--- config.mk ---
export PLATFORM = sky130hd
export DESIGN_NAME = mac_seq_ctrl
export DESIGN_NICKNAME = d
export VERILOG_FILES = /design/src/rtl/mac_seq_ctrl.sv
export SDC_FILE = /design/constraint.sdc
export NUM_CORES = 1
export LEC_CHECK = 0
export CELL_PAD_IN_SITES_DETAIL_PLACEMENT = 1
export CELL_PAD_IN_SITES_GLOBAL_PLACEMENT = 1
export CORE_ASPECT_RATIO = 0.75
export CORE_MARGIN = 1.5
export CORE_UTILIZATION = 47
export DETAILED_ROUTE_END_ITERATION = 8
export GPL_ROUTABILITY_DRIVEN = 1
export PLACE_DENSITY = 0.89
export SETUP_SLACK_MARGIN = 0.15
export SYNTH_ARGS = -nofsm -noshare
export SYNTH_HDL_FRONTEND = slang
export SYNTH_SLANG_ARGS = --single-unit
--- constraint.sdc ---
create_clock -name clk_i -period 7.25 [get_ports clk_i]
set_input_delay 1.45 -clock clk_i [delete_from_list [all_inputs] [get_ports clk_i]]
set_output_delay 1.45 -clock clk_i [all_outputs]
set_load 0.02 [all_outputs]
--- src/rtl/mac_seq_ctrl.sv ---
// -----------------------------------------------------------------------------
// mac_seq_ctrl
//
// Multi-cycle sequencer for the MAC extension of the pipelined RV32I core. It
// sits in EX beside the ALU. It accepts one MAC operation (MADD/MSUB/MMUL/MLOAD)
// and runs an iterative LSB-first shift-add multiply, one multiplier bit per
// cycle. It then commits the result into the architectural accumulator. The
// pipeline is held through stall_o until the commit has happened.
//
// Ports:
//   clk_i      in   1     core clock, rising edge
//   reset_i    in   1     synchronous, active-high reset
//   start_i    in   1     EX holds a valid MAC instruction this cycle
//   mac_op_i   in   2     operation (types::mac_op_t)
//   rs1_val_i  in   XLEN  operand A (forwarded)
//   rs2_val_i  in   XLEN  operand B (forwarded)
//   flush_i    in   1     kill the in-flight operation
//   stall_o    out  1     hold IF/ID/EX
//   busy_o     out  1     sequencer is multiplying or committing
//   done_o     out  1     one-cycle pulse, acc_o holds the committed result
//   acc_o      out  XLEN  architectural accumulator
// -----------------------------------------------------------------------------

package types;
   typedef enum logic [1:0] {
      MADD  = 2'd0,
      MSUB  = 2'd1,
      MMUL  = 2'd2,
      MLOAD = 2'd3
   } mac_op_t;
endpackage : types

module mac_seq_ctrl #(
   parameter int XLEN = 32
) (
   input  logic                clk_i,
   input  logic                reset_i,
   input  logic                start_i,
   input  types::mac_op_t      mac_op_i,
   input  logic [XLEN-1:0]     rs1_val_i,
   input  logic [XLEN-1:0]     rs2_val_i,
   input  logic                flush_i,
   output logic                stall_o,
   output logic                busy_o,
   output logic                done_o,
   output logic [XLEN-1:0]     acc_o
);

   localparam int CNT_W = (XLEN > 1) ? $clog2(XLEN) : 1;
   localparam logic [CNT_W-1:0] CNT_LAST = CNT_W'(XLEN - 1);
   localparam logic [CNT_W-1:0] CNT_ONE  = CNT_W'(1);

   typedef enum logic [1:0] {
      ST_IDLE = 2'd0,
      ST_MUL  = 2'd1,
      ST_ACC  = 2'd2,
      ST_DONE = 2'd3
   } state_t;

   state_t            state_q,   state_d;
   types::mac_op_t    op_q,      op_d;
   logic [XLEN-1:0]   op_a_q,    op_a_d;     // multiplicand, shifts left
   logic [XLEN-1:0]   op_b_q,    op_b_d;     // multiplier, shifts right
   logic [XLEN-1:0]   partial_q, partial_d;  // running product (low XLEN bits)
   logic [CNT_W-1:0]  cnt_q,     cnt_d;
   logic [XLEN-1:0]   acc_q,     acc_d;

   // Next-state and datapath update for the sequencer.
   always_comb begin
      state_d   = state_q;
      op_d      = op_q;
      op_a_d    = op_a_q;
      op_b_d    = op_b_q;
      partial_d = partial_q;
      cnt_d     = cnt_q;
      acc_d     = acc_q;

      case (state_q)
         ST_IDLE: begin
            // A flushed instruction in EX must not be accepted.
            if (start_i && !flush_i) begin
               op_d   = mac_op_i;
               op_a_d = rs1_val_i;
               op_b_d = rs2_val_i;
               if (mac_op_i == types::MLOAD) begin
                  acc_d   = rs1_val_i;
                  state_d = ST_DONE;
               end else begin
                  partial_d = {XLEN{1'b0}};
                  cnt_d     = {CNT_W{1'b0}};
                  state_d   = ST_MUL;
               end
            end else begin
               state_d = ST_IDLE;
            end
         end

         ST_MUL: begin
            if (flush_i) begin
               state_d = ST_IDLE;
            end else begin
               if (op_b_q[0]) begin
                  partial_d = partial_q + op_a_q;
               end else begin
                  partial_d = partial_q;
               end
               op_a_d = {op_a_q[XLEN-2:0], 1'b0};
               op_b_d = {1'b0, op_b_q[XLEN-1:1]};
               cnt_d  = cnt_q + CNT_ONE;
               // Always all XLEN bits: fixed latency, no early exit.
               if (cnt_q == CNT_LAST) begin
                  state_d = ST_ACC;
               end else begin
                  state_d = ST_MUL;
               end
            end
         end

         ST_ACC: begin
            // Flush wins over the commit in the same cycle.
            if (flush_i) begin
               state_d = ST_IDLE;
            end else begin
               case (op_q)
                  types::MMUL: acc_d = partial_q;
                  types::MADD: acc_d = acc_q + partial_q;
                  types::MSUB: acc_d = acc_q - partial_q;
                  default:     acc_d = acc_q;
               endcase
               state_d = ST_DONE;
            end
         end

         ST_DONE: begin
            // The commit already happened; flush cannot undo it here.
            state_d = ST_IDLE;
         end

         default: begin
            state_d = ST_IDLE;
         end
      endcase
   end

   // State and datapath registers with synchronous reset.
   always_ff @(posedge clk_i) begin
      if (reset_i) begin
         state_q   <= ST_IDLE;
         op_q      <= types::MADD;
         op_a_q    <= {XLEN{1'b0}};
         op_b_q    <= {XLEN{1'b0}};
         partial_q <= {XLEN{1'b0}};
         cnt_q     <= {CNT_W{1'b0}};
         acc_q     <= {XLEN{1'b0}};
      end else begin
         state_q   <= state_d;
         op_q      <= op_d;
         op_a_q    <= op_a_d;
         op_b_q    <= op_b_d;
         partial_q <= partial_d;
         cnt_q     <= cnt_d;
         acc_q     <= acc_d;
      end
   end

   // The start term is combinational so the pipeline holds in the issue cycle.
   // It is masked by reset so that a reset cycle never stalls on start.
   assign stall_o = ((state_q == ST_IDLE) && start_i && !flush_i && !reset_i)
                  || (state_q == ST_MUL) || (state_q == ST_ACC);
   assign busy_o  = (state_q == ST_MUL) || (state_q == ST_ACC);
   assign done_o  = (state_q == ST_DONE);
   assign acc_o   = acc_q;

endmodule : mac_seq_ctrl
After elaboration in Yosys (flattened, before gate mapping)
Cells that the tools add are included.
Operators by class
  reductions and logical operators: 18
  mux-type cells: 26
  equal/unequal tests: 14
  $add $sub $neg: 4
Operator list (count)
  $mux W32: 11
  $pmux W32 S2: 4
  $pmux W32 S3: 1
  $add A32 B32 Y32: 2
  $sub A32 B32 Y32: 1
  $mux W5: 3
  $ne A2 B2 Y1 const B: 6
  $mux W2: 5
  $pmux W5 S2: 1
  $reduce_and A5 Y1: 2
  $eq A2 B2 Y1 const B: 4
  $pmux W2 S4: 1
  $add A5 B1 Y5 const B: 1
  $eq A5 B5 Y1 const B: 1
  $eq A2 B1 Y1 const B: 2
  $logic_and A1 B1 Y1: 4
  $logic_not A2 Y1: 2
  $ne A4 B1 Y1 const B: 1
  $reduce_and A4 Y1: 1
  $reduce_bool A2 Y1: 2
  $logic_or A1 B1 Y1: 3
  $reduce_and A3 Y1: 1
  $logic_not A1 Y1: 2
  $reduce_and A2 Y1: 1
Word-level totals
  register bits after elaboration: 137
  output and inout bits: 35
  bits of input ports: 70
  logic and storage cells: 69

Longest topological paths before layout
Gate-level depths: netlist of run 1.
  word-level depth: 6
  gate-level depth with buffers: 20
  gate-level depth less buffers: 20

Worst setup path before layout of run 1
No wires, ideal clock.
  path type: reg2reg
  start: register partial_q[1]
  end: register acc_q[30], in the netlist acc_o[30]
  path buffers: 1
  period minus slack after synthesis: 3.914 ns
  data arrival time: 3.796 ns
  required time: 7.133 ns
  setup time: 0.117 ns
  path slack: 3.336 ns
  stages on the path, launching flop included: 20
  cells stage by stage: dfxtp_1 > or2_2 > nor4_1 > nor2b_1 > nand2_1 > or3_1 > o21ai_0 > xor2_1 > ha_1 > clkbuf_1 > a21o_1 > a21oi_1 > nor2b_1 > o21ai_0 > nand2b_1 > a21oi_1 > nor2_1 > a31oi_1 > mux2_2 > a32o_1
On the way
  word-level cells in the longest chain between the ends: 4
  elaborated cells between the ends (all ways): 5
  those cells by class: add/sub: 2; mux: 3
RTL lines
  start, declared: line 64  | logic [XLEN-1:0] partial_q, partial_d;
  start signal, assigned: line 152  | partial_q <= {XLEN{1'b0}};
  start signal, assigned: line 160  | partial_q <= partial_d;
  $sub A32 B32 Y32 or $add A32 B32 Y32 (tied branches): line 127, 126
  $pmux W32 S3 (*): line 124  | case (op_q)
  $mux W32 (*): line 121  | if (flush_i) begin
  $pmux W32 S2 (*): line 78  | case (state_q)
  end signal, assigned: line 154  | acc_q <= {XLEN{1'b0}};
  end, declared: line 66  | logic [XLEN-1:0] acc_q, acc_d;
Every way passes the cells marked *; elsewhere a longest branch is shown, timed or not. The select of a mux whose other input is x is not followed.
A chain may end at the register's enable or synchronous reset.

Worst setup path after layout of run 1
  start: input port start_i
  end: register partial_q[31]
On the way
  word-level cells in the longest chain between the ends: 3
RTL lines
  start, declared: line 38  | input logic start_i,
  $logic_and A1 B1 Y1: line 81  | if (start_i && !flush_i) begin
  $ne A2 B2 Y1 (no line)
  $reduce_and A5 Y1 (no line)
No other way between the ends.

==> results.md, run 1 <==
* Largest net degree at the start of global routing at 89
* Sink Count at 137
* Top post-synthesis cells by count: nor2_1 (143), dfxtp_1 (137), nand2_1 (105)
* Period utilization at 69.9%
* Synth area leader: dfxtp_1
* Initial antenna violation count at 0
* Worst R2R Setup Slack at 2.38 ns
* Drt pass-1 iters at 5
* Max stage delay on crit path at 0.87 ns
* Deepest clock path buffer count at 2
* First-pass GRT wire length at 50,300 um
* Switching Power at 0.674 mW
* Post-CTS setup repair buffer count at 0
* Post-synth EDFFs at 0
* Register area share after synthesis at 28.3%
* Clk root buf: clkbuf_16
* Core Box Area at 0.0202 sq mm
* Vias in the first global route at 9,628
* Post-cts resize count at 0
* Primary FF master, synth: dfxtp_1
* Min-Delay Path Class: register to register
* Clock share of power at 41.2%
* Seq pwr share at 39.0%
* Die Ht at 127 um
* GP Congestion at 0.876
* Post-synthesis register bit count at 137
* RR Endpoint: acc_o[30]$_SDFFE_PP0P_
* Max-cap viol count at 0
* Setup crit end kind: register
* Pwr Total at 2.09 mW
* Slew headroom at 19.1%
* Row cnt at 45
* Switching power share of the total at 32.2%
* Syn-to-layout area delta at 18.2%
* WP data arrival at 5.44 ns
* Full die area at 0.0215 sq mm
* Die Wd at 169 um
* Worst Path Required at 7.62 ns
* Asr flop ratio synth at 0%
* FF-to-FF path depth at 14
* Initial DRC Count at 629
* Final instance area at 0.0114 sq mm
* Leakage power at 4.42 nW
* Vias at 9,433
* Clk Latency, worst-skew pair at 0.45 ns
* Post-DP HPWL at 22,000 um
* Crit-path cells: clkdlybuf4s50_1 > nand2_1 > a21oi_4 > and2_1 > and3_1 > nand2b_1 > nor4b_1 > mux2i_1 > a22oi_1
* Final setup viols at 0
* Cell count after synthesis at 1,191
* Worst-margin pin slew at 1.21 ns
* Port bufs at 104
* Peak VDD IR at 0.140 mV
* Pint at 1.42 mW
* Syn_area_per_cell at 8.13 sq um
* RSZ-0062 raised after global routing: no
* Total GRT Usage at 29.5%
* Sum Neg Setup Slack at 0 ns
* Fin worst setup slack at 2.18 ns
* Initial Util at 47.9%
* Hold-critical path endpoint: op_b_q[31]$_SDFFE_PP0P_
* Syn_nets at 1,332
* Hold buffers post-CTS at 0
* Clock-pin slew on the worst setup and hold paths at 0.07 ns
* H-tree Lvls at 4
* Hold wc startpoint: op_b_q[31]$_SDFFE_PP0P_
* DRC viols at 0
* Filler cell count at 2,402
* Ys Warns at 0
* CP Buf/Inv Count at 1
* GRT overflow at 0
* R2r startpoint: op_q[1]$_SDFFE_PP0P_
* Cell with the most instances after synthesis: nor2_1
* Yosys cell types at 77
* Ant. Diodes at 0
* WHS Path Cells at 2
* Yosys top cell area share at 28.3%
* Finished Core Util at 56.6%
* Clock Skew at 0.0146 ns
* CP Max Fanout at 41
* Slowest stage cell, crit path: a21oi_4
* CTS tree: built
* Fin nets at 1,395
* CP Launch Type: primary input
* Status: finished, final reports clean
* Combinational power share at 19.8%
* Routed length per placed instance at 20.5 um
* Vias/cell at 6.19
* Pre-CTS WS at 1.85 ns
* Fmax at 197 MHz
* Final WL at 31,200 um
* Power Dens Cells at 183 mW/mm^2
* Crit path time final at 5.07 ns
* IO Pins at 105
* Crit Path Class: primary input to register
* Final hold vios at 0
* Count of final max-slew check failures at 0
* Placed cell area at 0.0109 sq mm
* Top post-synthesis cells by area: dfxtp_1 (28%), ha_1 (8.9%), mux2i_1 (7.4%), nor2_1 (5.5%), a211oi_1 (5.5%)
* Share of cells above drive strength 1 at 6.16%
* Top Family by Delay on Critical Path: simple AND/OR/NAND/NOR gates
* CTS Buf Count at 17
* Synthesized area at 0.00968 sq mm
* Routed Antenna Nets at 0
[cell type report]
type / count / area (sq um) / share of cell area (%)
Multi-Input combinational cell: 958 / 6600 / 57.7
Sequential cell: 137 / 2740 / 24.0
Timing Repair Buffer: 113 / 1110 / 9.67
Clock buffer: 17 / 425 / 3.72
Tap cell: 258 / 323 / 2.82
Clock inverter: 15 / 136 / 1.19
Inverter: 27 / 101 / 0.886
[worst min-delay path, cell delays in order (launching register included)]
cell and delay (ns):
dfxtp_1 0.31, nand2_1 0.05, a21oi_1 0.05
[placed cells by master (no fill, tap or decap), types with 9 or more instances in the layout]
cell type,Yosys,layout
a211oi_1,71,71
a21o_1,29,29
a21oi_1,98,97
a22oi_1,18,18
a31oi_1,11,11
and3_1,10,10
buf_4,0,10
clkbuf_16,0,17
clkdlybuf4s50_1,0,103
dfxtp_1,137,136
ha_1,69,67
inv_1,26,26
mux2i_1,72,72
nand2_1,105,105
nand2b_1,12,12
nand3_1,20,20
nor2_1,143,143
nor2b_1,9,9
nor3_1,17,17
o211ai_1,32,32
o21ai_0,40,39
o21ai_1,9,9
o21bai_1,9,9
xnor2_1,45,45
xor2_1,33,33
[power groups by stage]
stage | logic [mW] | registers [mW] | clock network [mW]
floorplan | 0.276 | 0.825 | 0
global placement | 0.390 | 0.829 | 0
detailed placement | 0.405 | 0.832 | 0
CTS | 0.411 | 0.815 | 0.867
global route | 0.452 | 0.820 | 0.896
finish | 0.414 | 0.816 | 0.861
[worst max path at each step]
stage,depth (start not counted),startpoint,end,slack [ns]
2_1_floorplan,19,partial_q[1]$_SDFFE_PP0P_,acc_o[30]$_SDFFE_PP0P_,3.34
3_3_place_gp,9,start_i,partial_q[31]$_SDFFE_PP0P_,2.15
3_5_place_dp,9,start_i,partial_q[31]$_SDFFE_PP0P_,1.85
4_1_cts,9,start_i,partial_q[31]$_SDFFE_PP0P_,2.25
5_1_grt,9,start_i,partial_q[31]$_SDFFE_PP0P_,1.98
6_report,9,start_i,partial_q[31]$_SDFFE_PP0P_,2.18
[kinds of logic (layout without fill, tap and decap cells)]
kind of cell / Yosys count / after routing / share of synthesized area [%]
simple gates: 357 / 357 / 16.9
flops: 137 / 137 / 28.3
buf+inv: 96 / 172 / 3.76
compound gates: 378 / 378 / 26.8
fa+ha+maj: 71 / 71 / 9.33
xor+xnor: 79 / 79 / 7.23
mux: 73 / 73 / 7.56
[metrics by stage]
stage / hold slack, ns / instances
global route: 0.477 / 1525
global placement: 0.440 / 1493
CTS: 0.461 / 1525
floorplan: 0.432 / 1191
finish: 0.459 / 1525
detailed placement: 0.453 / 1493
[routing by layer]
layer,share of wire (%),up-vias,track usage (%)
li1,-,4506,-
met1,47,4590,39.5
met2,45,281,48.1
met3,5.6,56,5.55
met4,2.0,0,9.24
met5,0,-,0
[sequential cells by signal (all words and copies together) (netlist names)]
signal / count
state_q: 2
op_b_q: 32
op_a_q: 32
op_q: 2
partial_q: 32
acc_o: 32
cnt_q: 5
Power figures use the tool's default switching activity.
==> inputs of run 2 (changes only) <==
--- a/config.mk
+++ b/config.mk
@@ -9,10 +9,10 @@
 export CELL_PAD_IN_SITES_GLOBAL_PLACEMENT = 1
 export CORE_ASPECT_RATIO = 0.75
 export CORE_MARGIN = 1.5
-export CORE_UTILIZATION = 47
+export CORE_UTILIZATION = 39
 export DETAILED_ROUTE_END_ITERATION = 8
 export GPL_ROUTABILITY_DRIVEN = 1
-export PLACE_DENSITY = 0.89
+export PLACE_DENSITY = 0.79
 export SETUP_SLACK_MARGIN = 0.15
 export SYNTH_ARGS = -nofsm -noshare
 export SYNTH_HDL_FRONTEND = slang
==> constraint.sdc (replaced) <==
create_clock -name clk_i -period 4.4 [get_ports clk_i]
set_input_delay 0.88 -clock clk_i [delete_from_list [all_inputs] [get_ports clk_i]]
set_output_delay 0.88 -clock clk_i [all_outputs]
set_load 0.02 [all_outputs]
==> results.md, run 2 (synthesis gave the netlist of run 1 again) <==
* Max-cap viol count at 0 (unchanged)
* Vias in the first global route at 9,118 (-5.3%)
* Worst R2R Setup Slack at 0.34 ns (-2.04 ns)
* Min-Delay Path Class: register to register
* Hold-critical path endpoint: cnt_q[4]$_SDFFE_PP0P_
* Slowest stage cell, crit path: or4_4
* Setup crit end kind: register
* Routed Antenna Nets at 0 (unchanged)
* Worst path most repeated cell: a21oi_1
* CTS tree: built
* Deepest clock path buffer count at 2 (unchanged)
* Fmax at 246 MHz
* Most common cell after layout, fill and taps aside: nor2_1
* Slew headroom at 45.7% (+27 points)
* Initial antenna violation count at 0 (unchanged)
* Vias at 9,330 (-1.1%)
* Routed length per placed instance at 19.4 um (-5.1%)
* Total GRT Usage at 24.6% (-4.9 points)
* Peak VDD IR at 0.244 mV (+74%)
* CP Max Fanout at 8 (-80%)
* Syn-to-layout area delta at 22.2%
* Hold wc startpoint: cnt_q[4]$_SDFFE_PP0P_
* GRT overflow at 0 (unchanged)
* CTS Buf Count at 17 (unchanged)
* Period utilization at 92.2%
* Share of cells above drive strength 1 at 8.56% (+2.4 points)
* R2r startpoint: partial_q[10]$_SDFFE_PP0P_
* Fin nets at 1,413 (+1.3%)
* Count of final max-slew check failures at 0 (unchanged)
* Clock-pin slew on the worst setup and hold paths at 0.06 ns (about the same)
* H-tree Lvls at 4 (unchanged)
* Clock Skew at 0.0134 ns (-0.00128 ns)
* Sum Neg Setup Slack at 0 ns (unchanged)
* Crit path time final at 4.06 ns
* Max stage delay on crit path at 0.59 ns (-0.28 ns)
* Final WL at 31,400 um (+0.53%)
* WP data arrival at 4.39 ns (-1.05 ns)
* GP Congestion at 0.906 (+3.5%)
* Post-DP HPWL at 22,600 um (+2.3%)
* Worst Path Required at 4.73 ns (-2.89 ns)
* Clk root buf: clkbuf_16
* Power Dens Cells at 309 mW/mm^2 (+69%)
* Row cnt at 49 (+8.9%)
* Most frequent cells in the layout: nor2_1 (142), dfxtp_1 (134), nand2_1 (104)
* Sink Count at 137 (unchanged)
* FF-to-FF path depth at 16 (+2)
* Status: finished, final reports clean
* Ant. Diodes at 0 (unchanged)
* Drt pass-1 iters at 5 (unchanged)
* Filler cell count at 2,879 (+20%)
* Die Ht at 139 um (+9.5%)
* Leakage power at 4.57 nW (+3.4%)
* Hold buffers post-CTS at 0 (unchanged)
* Final hold vios at 0 (unchanged)
* Final setup viols at 0 (unchanged)
* Full die area at 0.0258 sq mm (+20%)
* Hold WS at 0.463 ns (+0.00430 ns)
* Vias/cell at 5.77 (-6.7%)
* Crit Path Class: register to register
* RSZ-0062 raised after global routing: no
* Clk Latency, worst-skew pair at 0.44 ns (about the same)
* DRC viols at 0 (unchanged)
* WHS Path Cells at 2 (unchanged)
* RR Endpoint: acc_o[26]$_SDFFE_PP0P_
* Initial DRC Count at 502 (-20%)
* CP Launch Type: register
* Die Wd at 185 um (+9.6%)
* Crit-path cells: or4_4 > nor4_4 > nand2b_2 > or3_4 > o31ai_2 > xor2_1 > ha_1 > a21oi_2 > o21bai_1 > a21oi_1 > nor2_1 > a21oi_1 > o31a_1 > buf_4 > a31oi_1 > a32o_1
* Port bufs at 104 (unchanged)
* Worst-margin pin slew at 0.814 ns (-0.397 ns)
* First-pass GRT wire length at 50,000 um (-0.43%)
* IO Pins at 105 (unchanged)
* Largest net degree at the start of global routing at 74 (-17%)
* Initial Util at 40.1% (-7.8 points)
* Core Box Area at 0.0242 sq mm (+20%)
## run 2: cell count changes in the layout (fill, tap and decap cells not counted), sizes merged
cell      change
clkinvlp      -3
bufinv        +4
buf          +18
clkbuf        +6
inv           -7
## run 2: metal layers
| metal | vias up | track usage, % | share of wire (%) |
|---|---|---|---|
| li1 | 4517 | - | - |
| met4 | 0 | 6.08 | 1.3 |
| met2 | 223 | 36.1 | 43 |
| met5 | - | 0 | 0 |
| met3 | 30 | 5.13 | 5.6 |
| met1 | 4560 | 36.3 | 50 |
## run 2: how the worst max path moves through the flow
stage	start	end	slack [ns]
final	partial_q[10]$_SDFFE_PP0P_	acc_o[26]$_SDFFE_PP0P_	0.34
after global routing	partial_q[10]$_SDFFE_PP0P_	acc_o[28]$_SDFFE_PP0P_	0.13
after CTS	partial_q[10]$_SDFFE_PP0P_	acc_o[28]$_SDFFE_PP0P_	0.19
after detailed placement	partial_q[0]$_SDFFE_PP0P_	acc_o[30]$_SDFFE_PP0P_	0.11
after global placement	partial_q[0]$_SDFFE_PP0P_	acc_o[30]$_SDFFE_PP0P_	0.19
after floorplan	partial_q[1]$_SDFFE_PP0P_	acc_o[30]$_SDFFE_PP0P_	0.49
## run 2: worst max-delay path, delay by kind of cell (launching register included)
kind,cells,cell delay (ns)
buf+inv,1,0.14
compound gates,8,1.44
fa+ha+maj,1,0.33
xor+xnor,1,0.19
simple gates,5,1.48
flops,1,0.37
## run 2: power breakdown
group / switching, mW / internal (mW) / leakage [nW]
logic: 0.393 / 0.311 / 3.14
clock network: 0.593 / 1.01 / 0.314
registers: 0.0470 / 1.29 / 1.12
total: 1.03 / 2.62 / 4.57
## run 2: cell type report
cell class	instances	area (sq um)	area share, %
multi-input cells	958	6680	56.4
repair buffers	131	1240	10.5
inverters	27	101	0.857
flip-flops and latches	137	2750	23.2
well taps	331	414	3.50
clock buffers	23	488	4.12
clock inverters	9	163	1.37
## run 2: repair_timing
action / in CTS / in global routing
setup buffers: 0 / 2
endpoints found under the setup margin: 2 / 10
pin swaps: 0 / 1
gates cloned: 0 / 0
resized for setup: 2 / 18
## run 2: metrics by stage
stage	utilization (%)	total power, mW	instance area, sq um	std cells	worst slack, ns
global route	49.0	3.80	11800	1616	0.131
finish	49.0	3.65	11800	1616	0.341
floorplan	-	1.82	9680	1191	0.486
detailed placement	45.9	2.04	11100	1582	0.108
CTS	48.6	3.66	11700	1614	0.195
global placement	45.9	2.02	11100	1582	0.190
